`config.mk`:
```
export PLATFORM = sky130hd
export DESIGN_NAME = rtc_bus_responder
export DESIGN_NICKNAME = d
export VERILOG_FILES = /design/src/rtl/rtc_bus_responder.sv
export SDC_FILE = /design/constraint.sdc
export NUM_CORES = 1
export LEC_CHECK = 0
export CAP_MARGIN = 20
export CORE_UTILIZATION = 60
export DETAILED_ROUTE_END_ITERATION = 6
export PLACE_DENSITY = 0.85
export SYNTH_ARGS = -nofsm -noshare
export SYNTH_HDL_FRONTEND = slang
export SYNTH_SLANG_ARGS = --single-unit
```
`constraint.sdc`:
```
create_clock -name clk -period 2.6 [get_ports clk]
set_input_delay 0.65 -clock clk [delete_from_list [all_inputs] [get_ports clk]]
set_output_delay 0.65 -clock clk [all_outputs]
set_load 0.01 [all_outputs]
```
`src/rtl/rtc_bus_responder.sv`:
```
// RTC chip stand-in on the multiplexed address/data bus: latches the
// address phase, commits writes to a small register file and serves reads.
module rtc_bus_responder #(
    parameter int DW   = 8,
    parameter int NREG = 16
) (
    input  logic          clk,
    input  logic          reset,
    input  logic          cs_n,
    input  logic          rd_n,
    input  logic          wr_n,
    input  logic          ad_n,
    input  logic [DW-1:0] data_in,
    output logic [DW-1:0] data_out,
    output logic          data_oe,
    output logic          wr_done,
    output logic          rd_done,
    output logic          proto_err,
    output logic [7:0]    err_count,
    output logic [DW-1:0] addr_q
);

    localparam int AW = (NREG > 1) ? $clog2(NREG) : 1;
    localparam logic [DW-1:0] LP_NREG = DW'(NREG);

    localparam logic [1:0] ST_IDLE = 2'd0;
    localparam logic [1:0] ST_WR   = 2'd1;
    localparam logic [1:0] ST_RD   = 2'd2;
    localparam logic [1:0] ST_ERR  = 2'd3;

    logic          r_s_cs_n;
    logic          r_s_rd_n;
    logic          r_s_wr_n;
    logic          r_s_ad_n;
    logic [DW-1:0] r_s_data;

    logic [1:0]    r_state;
    logic          r_kind;
    logic [DW-1:0] r_hold;
    logic [DW-1:0] r_addr;
    logic [DW-1:0] r_dout;
    logic          r_wr_done;
    logic          r_rd_done;
    logic [7:0]    r_err_cnt;
    logic [DW-1:0] r_regs [NREG];

    logic [1:0]    w_next;
    logic          w_wr_start;
    logic          w_wr_hold;
    logic          w_commit;
    logic          w_rd_start;
    logic          w_rd_fin;
    logic          w_err_enter;
    logic          w_addr_ok;
    logic [AW-1:0] w_idx;
    logic [DW-1:0] w_rd_data;

    assign w_addr_ok = (r_addr < LP_NREG);
    assign w_idx     = r_addr[AW-1:0];
    assign w_rd_data = w_addr_ok ? r_regs[w_idx] : '0;

    always_comb begin
        w_next     = r_state;
        w_wr_start = 1'b0;
        w_wr_hold  = 1'b0;
        w_commit   = 1'b0;
        w_rd_start = 1'b0;
        w_rd_fin   = 1'b0;
        unique case (r_state)
            ST_IDLE: begin
                if (!r_s_cs_n) begin
                    if (!r_s_wr_n && r_s_rd_n) begin
                        w_next     = ST_WR;
                        w_wr_start = 1'b1;
                    end else if (!r_s_rd_n && r_s_wr_n && r_s_ad_n) begin
                        w_next     = ST_RD;
                        w_rd_start = 1'b1;
                    end else if (!r_s_rd_n) begin
                        w_next = ST_ERR;
                    end
                end
            end
            ST_WR: begin
                // Deselect wins over everything else: an aborted write never commits.
                if (r_s_cs_n) begin
                    w_next = ST_IDLE;
                end else if (!r_s_rd_n) begin
                    w_next = ST_ERR;
                end else if (r_s_wr_n) begin
                    w_next   = ST_IDLE;
                    w_commit = 1'b1;
                end else begin
                    w_wr_hold = 1'b1;
                end
            end
            ST_RD: begin
                if (r_s_cs_n) begin
                    w_next = ST_IDLE;
                end else if (!r_s_wr_n) begin
                    w_next = ST_ERR;
                end else if (r_s_rd_n) begin
                    w_next   = ST_IDLE;
                    w_rd_fin = 1'b1;
                end
            end
            ST_ERR: begin
                if (r_s_cs_n && r_s_rd_n && r_s_wr_n) begin
                    w_next = ST_IDLE;
                end
            end
            default: w_next = ST_IDLE;
        endcase
    end

    assign w_err_enter = (w_next == ST_ERR) && (r_state != ST_ERR);

    always_ff @(posedge clk) begin
        if (reset) begin
            r_s_cs_n  <= 1'b1;
            r_s_rd_n  <= 1'b1;
            r_s_wr_n  <= 1'b1;
            r_s_ad_n  <= 1'b1;
            r_s_data  <= '0;
            r_state   <= ST_IDLE;
            r_kind    <= 1'b0;
            r_hold    <= '0;
            r_addr    <= '0;
            r_dout    <= '0;
            r_wr_done <= 1'b0;
            r_rd_done <= 1'b0;
            r_err_cnt <= '0;
            for (int i = 0; i < NREG; i++) begin
                r_regs[i] <= '0;
            end
        end else begin
            r_s_cs_n  <= cs_n;
            r_s_rd_n  <= rd_n;
            r_s_wr_n  <= wr_n;
            r_s_ad_n  <= ad_n;
            r_s_data  <= data_in;
            r_state   <= w_next;
            r_wr_done <= w_commit;
            r_rd_done <= w_rd_fin;
            if (w_wr_start) begin
                r_kind <= r_s_ad_n;
                r_hold <= r_s_data;
            end else if (w_wr_hold) begin
                r_hold <= r_s_data;
            end
            if (w_commit) begin
                if (!r_kind) begin
                    r_addr <= r_hold;
                end else if (w_addr_ok) begin
                    r_regs[w_idx] <= r_hold;
                end
            end
            if (w_rd_start) begin
                r_dout <= w_rd_data;
            end
            if (w_err_enter && (r_err_cnt != 8'hFF)) begin
                r_err_cnt <= r_err_cnt + 8'd1;
            end
        end
    end

    assign data_out  = r_dout;
    assign data_oe   = (r_state == ST_RD);
    assign wr_done   = r_wr_done;
    assign rd_done   = r_rd_done;
    assign proto_err = (r_state == ST_ERR);
    assign err_count = r_err_cnt;
    assign addr_q    = r_addr;

endmodule
```
* After elaboration in Yosys (flattened, before gate mapping)
Memories as Yosys holds them, arrays and structs flattened. A register that Yosys moved wholly into a read port is not among the register bits.
Cells that the tools add are included.
** Storage, ports and cells
- Word-level logic and storage cells :: 82
- Memories kept :: 1
- Bits of input ports :: 14
- Output and inout bits :: 28
- Bits in latches :: 0
- Bits in writable memories :: 128
- ROM bits :: 0
- Bits in registers :: 49
** Operators by class
- Div/mod/pow operators :: 0
- Equal/unequal tests :: 6
- Magnitude comparators :: 1
- Add/sub/neg operators :: 1
- Multiply operators :: 0
- Reductions and logical operators :: 14
- Shift operators :: 0
- Bitwise operators :: 3
- Multiplexer cells :: 43
** Memories
- r_regs :: depth 16, width 8, rd ports 1, clocked after Yosys merged registers in 1, write ports 16, line 45 : logic [DW-1:0] r_regs [NREG];
** Operator list (count)
- 8-bit 2-to-1 mux :: 4
- 1-bit 2-to-1 mux :: 24
- 2-bit 2-to-1 mux :: 11
- 4-bit 2-to-1 mux :: 3
- 8-bit by 1-bit adder with 8-bit output, second input constant :: 1
- 8-bit by 5-bit < comparator with 1-bit output, second input constant :: 1
- 8-bit inequality test, second input constant :: 1
- 2-bit case mux with 4 select lines :: 1
- 8-bit OR reduction :: 1
- 1-bit logical AND :: 7
- 2-bit equality test, second input constant :: 3
- 4-bit OR reduction :: 1
- 1-bit inverter :: 3
- 2-bit by 1-bit equality test with 1-bit output, second input constant :: 1
- 1-bit zero test :: 2
- 2-bit zero test :: 1
- 2-bit inequality test, second input constant :: 1
- 2-bit AND reduction :: 1
- 2-bit nonzero test :: 1

* Logic depth before layout (Yosys ltp)
- Depth after elaboration :: 10
- Gate-level depth with buffers :: 6
- Gate-level depth less buffers :: 4

* Worst setup path after synthesis
No wires, ideal clock.
- Path type :: in2reg
- Start :: input port reset
- End :: memory r_regs[15][0], enable pin
- Data required time :: 2.271 ns
- Stages :: 5
- Arrival time :: 1.967 ns
- Setup time :: 0.329 ns
- Path buffers :: 1
- Slack :: 0.304 ns
- Cells stage by stage :: and4bb_2 -> nand4_4 -> buf_6 -> nor3_4 -> or2_1
** RTL lines
- start, declared :: line 8 : input logic reset,
- end, declared :: line 45

* Worst setup path in the final report
- Start :: register r_addr[2], in the netlist addr_q[2]
- End :: output port addr_q[2]
** RTL lines
- start, declared :: line 40 : logic [DW-1:0] r_addr;
- start signal, assigned :: line 152 : r_addr <= r_hold;
- end, declared :: line 20 : output logic [DW-1:0] addr_q
No word-level cell between the ends.

==> flow_summary.json <==
{
  "final_common_cell": "and2_1",
  "htreeDepth": 4,
  "clkSinkCount": 181,
  "finalSetupTns_ns": 0,
  "synthFlopType": "edfxtp_1",
  "ant_nets": 0,
  "grt_pass1_vias": 4703,
  "fin_crit_sh_pct": 95.6,
  "cts_buffer_depth": 2,
  "worst_pin_slew_ns": 0.868,
  "crit_end": "addr_q[2]",
  "outcome": "complete, no violations",
  "cp_slowest_cell": "dfxtp_1",
  "total_leakage_power_nw": 3.44,
  "initial_core_util_pct": 61.5,
  "grt_overflow": 0,
  "drive_gt1_share_pct": 17.6,
  "n_antenna_cell": 0,
  "syn_area_per_cell_sq_um": 14.4,
  "drc": 0,
  "hpwl_um": 11500,
  "place_ws_ns": 0.175,
  "reg2regPathDepth": 3,
  "finalSetupViolCount": 0,
  "maxSlewViolCount": 0,
  "synth-seq-cells": 181,
  "synth_edf_count": 128,
  "critPathLaunch": "addr_q[2]",
  "rsz0062_at_grt": "false",
  "cp.depth": 1,
  "fp.dieW_um": 118,
  "grt_max_degree": 57,
  "drv_cap": 0,
  "slowest_delay_ns": 0.72,
  "cp_top_family": "flip-flops",
  "worst_slew_margin_rel_pct": 42.1,
  "cts_tree": "built",
  "cp.arrival_ns": 1.84,
  "vdd_drop_max_uv": 474,
  "skew_ns": 0.00920,
  "syn_inst": 564,
  "required_ns": 1.95,
  "fin_nets": 620,
  "worstSetupPathType": "register to output port",
  "drtIter0Drc": 313,
  "yosys_warnings": 0,
  "cts_resized": 0,
  "synth_area_sq_mm": 0.00814,
  "cts_made_buffers": 17,
  "p_per_area_mw_per_mm2": 629,
  "min_period_ns": 2.49,
  "cp_num_buf_inv": 1,
  "hold_violations": 0,
  "syn_nets": 579,
  "design.core.area_sq_mm": 0.0132,
  "antenna_found_initial": 0,
  "rrSetupSlack_ns": 0.33,
  "synth-async-reset-ratio_pct": 0,
  "wl_per_cell_um": 21.6,
  "io_pins": 42,
  "start_kind": "register",
  "die-area_sq_mm": 0.0140,
  "r2r_end": "r_regs[7][3]",
  "grt_first_pass_wirelength_um": 26200,
  "wirelength_um": 17200,
  "vias": 4772,
  "cts_hold_buf": 0,
  "ys_seq_area_share_pct": 60.3,
  "cp_max_fo": 9,
  "grt_use_total_pct": 25.9,
  "gp_congestion": 0.857,
  "dieHeight_um": 118,
  "first_pass_iters": 4,
  "finalCoreUtilization_pct": 70.3,
  "worstReg2RegStart": "addr_q[2]",
  "cts_root_buf": "clkbuf_16",
  "io_buffers": 41,
  "cts.clk_slew.worst_paths_ns": 0.07,
  "clock_latency_ns": 0.43,
  "worst_slack_ns": 0.114,
  "postCtsSetupBuffers": 0,
  "core.rowCount": 42,
  "hp-class": "register to register",
  "endpoint_kind": "output port",
  "crit_chain": "clkdlybuf4s50_1",
  "areaGrowthSynthToFinish_pct": 14.4,
  "viasPerCell": 6.01,
  "mostFrequentLayoutCells": "and2_1 (130), edfxtp_1 (128), dfxtp_1 (52)",
  "max_freq_mhz": 402,
  "ys_types": 51,
  "holdWs_ns": 0.446
}
report_power, final:
part	leakage, nW	total (mW)	internal (mW)	switching, mW
clock network	0.297	2.50	1.46	1.04
registers	1.75	3.20	3.16	0.0466
logic	1.39	0.152	0.0701	0.0818
layer usage:
metal | global-route usage, % | up-vias | part of all wire [%]
met1 | 31.4 | 2355 | 39
met3 | 7.19 | 40 | 7.2
met5 | 0 | - | 0
met2 | 43.7 | 185 | 51
li1 | - | 2192 | -
met4 | 11.2 | 0 | 2.6
sequential cells by signal, indices dropped and copies added (netlist names), named ones only:
signal / cells
addr_q: 8
data_out: 8
err_count: 8
r_hold: 8
r_kind: 1
r_regs: 128
r_s_ad_n: 1
r_s_cs_n: 1
r_s_data: 8
r_s_rd_n: 1
r_s_wr_n: 1
r_state: 2
rd_done: 1
wr_done: 1
cell type report:
class                      count  area, sq um
clock buffer                  24          538
inverter                       4         15.0
timing repair buffer          54          528
clock inverter                 8         60.1
multi-input combinational    347         3040
sequential                   181         4910
tap                          176          220
fill                         871         3930
stage by stage:
| stage | power, mW | cells | instance area, sq um |
|---|---|---|---|
| global placement | 3.40 | 762 | 8710 |
| floorplan | 3.34 | 564 | 8140 |
| detailed placement | 3.42 | 762 | 8710 |
| CTS | 5.87 | 794 | 9310 |
| finish | 5.86 | 794 | 9310 |
| global route | 5.99 | 794 | 9310 |
kinds of logic (layout without fill, tap and decap cells):
group | after synthesis | count (layout) | share of synthesized area [%]
multiplexers | 57 | 57 | 12.8
flip-flops | 181 | 181 | 60.3
adder cells (fa/ha/maj) | 1 | 1 | 0.154
AND/OR/NAND/NOR | 250 | 250 | 21.0
AO/OA/AOI/OAI | 39 | 39 | 3.41
buffers and inverters | 36 | 90 | 2.34
worst min path at each step:
stage / startpoint / to / depth (start not counted)
6_report: r_s_data[3] / r_hold[3] / 2
5_1_grt: r_s_data[1] / r_hold[1] / 2
4_1_cts: r_s_data[7] / r_hold[7] / 2
3_5_place_dp: r_s_data[3] / r_hold[3] / 2
3_3_place_gp: r_s_data[4] / r_hold[4] / 2
2_1_floorplan: r_s_data[0] / r_hold[0] / 2
synth_stat cells (all sizes together) (2+ instances only):
master,n,share of area (%)
and2,130,10
edfxtp,128,47
dfxtp,53,13
mux4,32,9.6
nand2,21,0.97
or2,21,1.6
clkbuf,19,0.88
nor3,19,2.4
mux2i,17,2.1
a21oi,16,0.98
nor2,15,0.69
buf,13,1.3
nor2b,9,0.69
a221o,8,0.98
mux2,8,1.1
nor4,7,1.7
nand2b,5,0.38
inv,4,0.18
nand3,4,0.25
or4,4,0.37
o21ai,3,0.18
o31ai,3,0.28
and4,2,0.22
nand4,2,0.34
nand4b,2,0.22
nor4b,2,0.40
o41ai,2,0.22
or4b,2,0.25
Power figures use the tool's default switching activity.
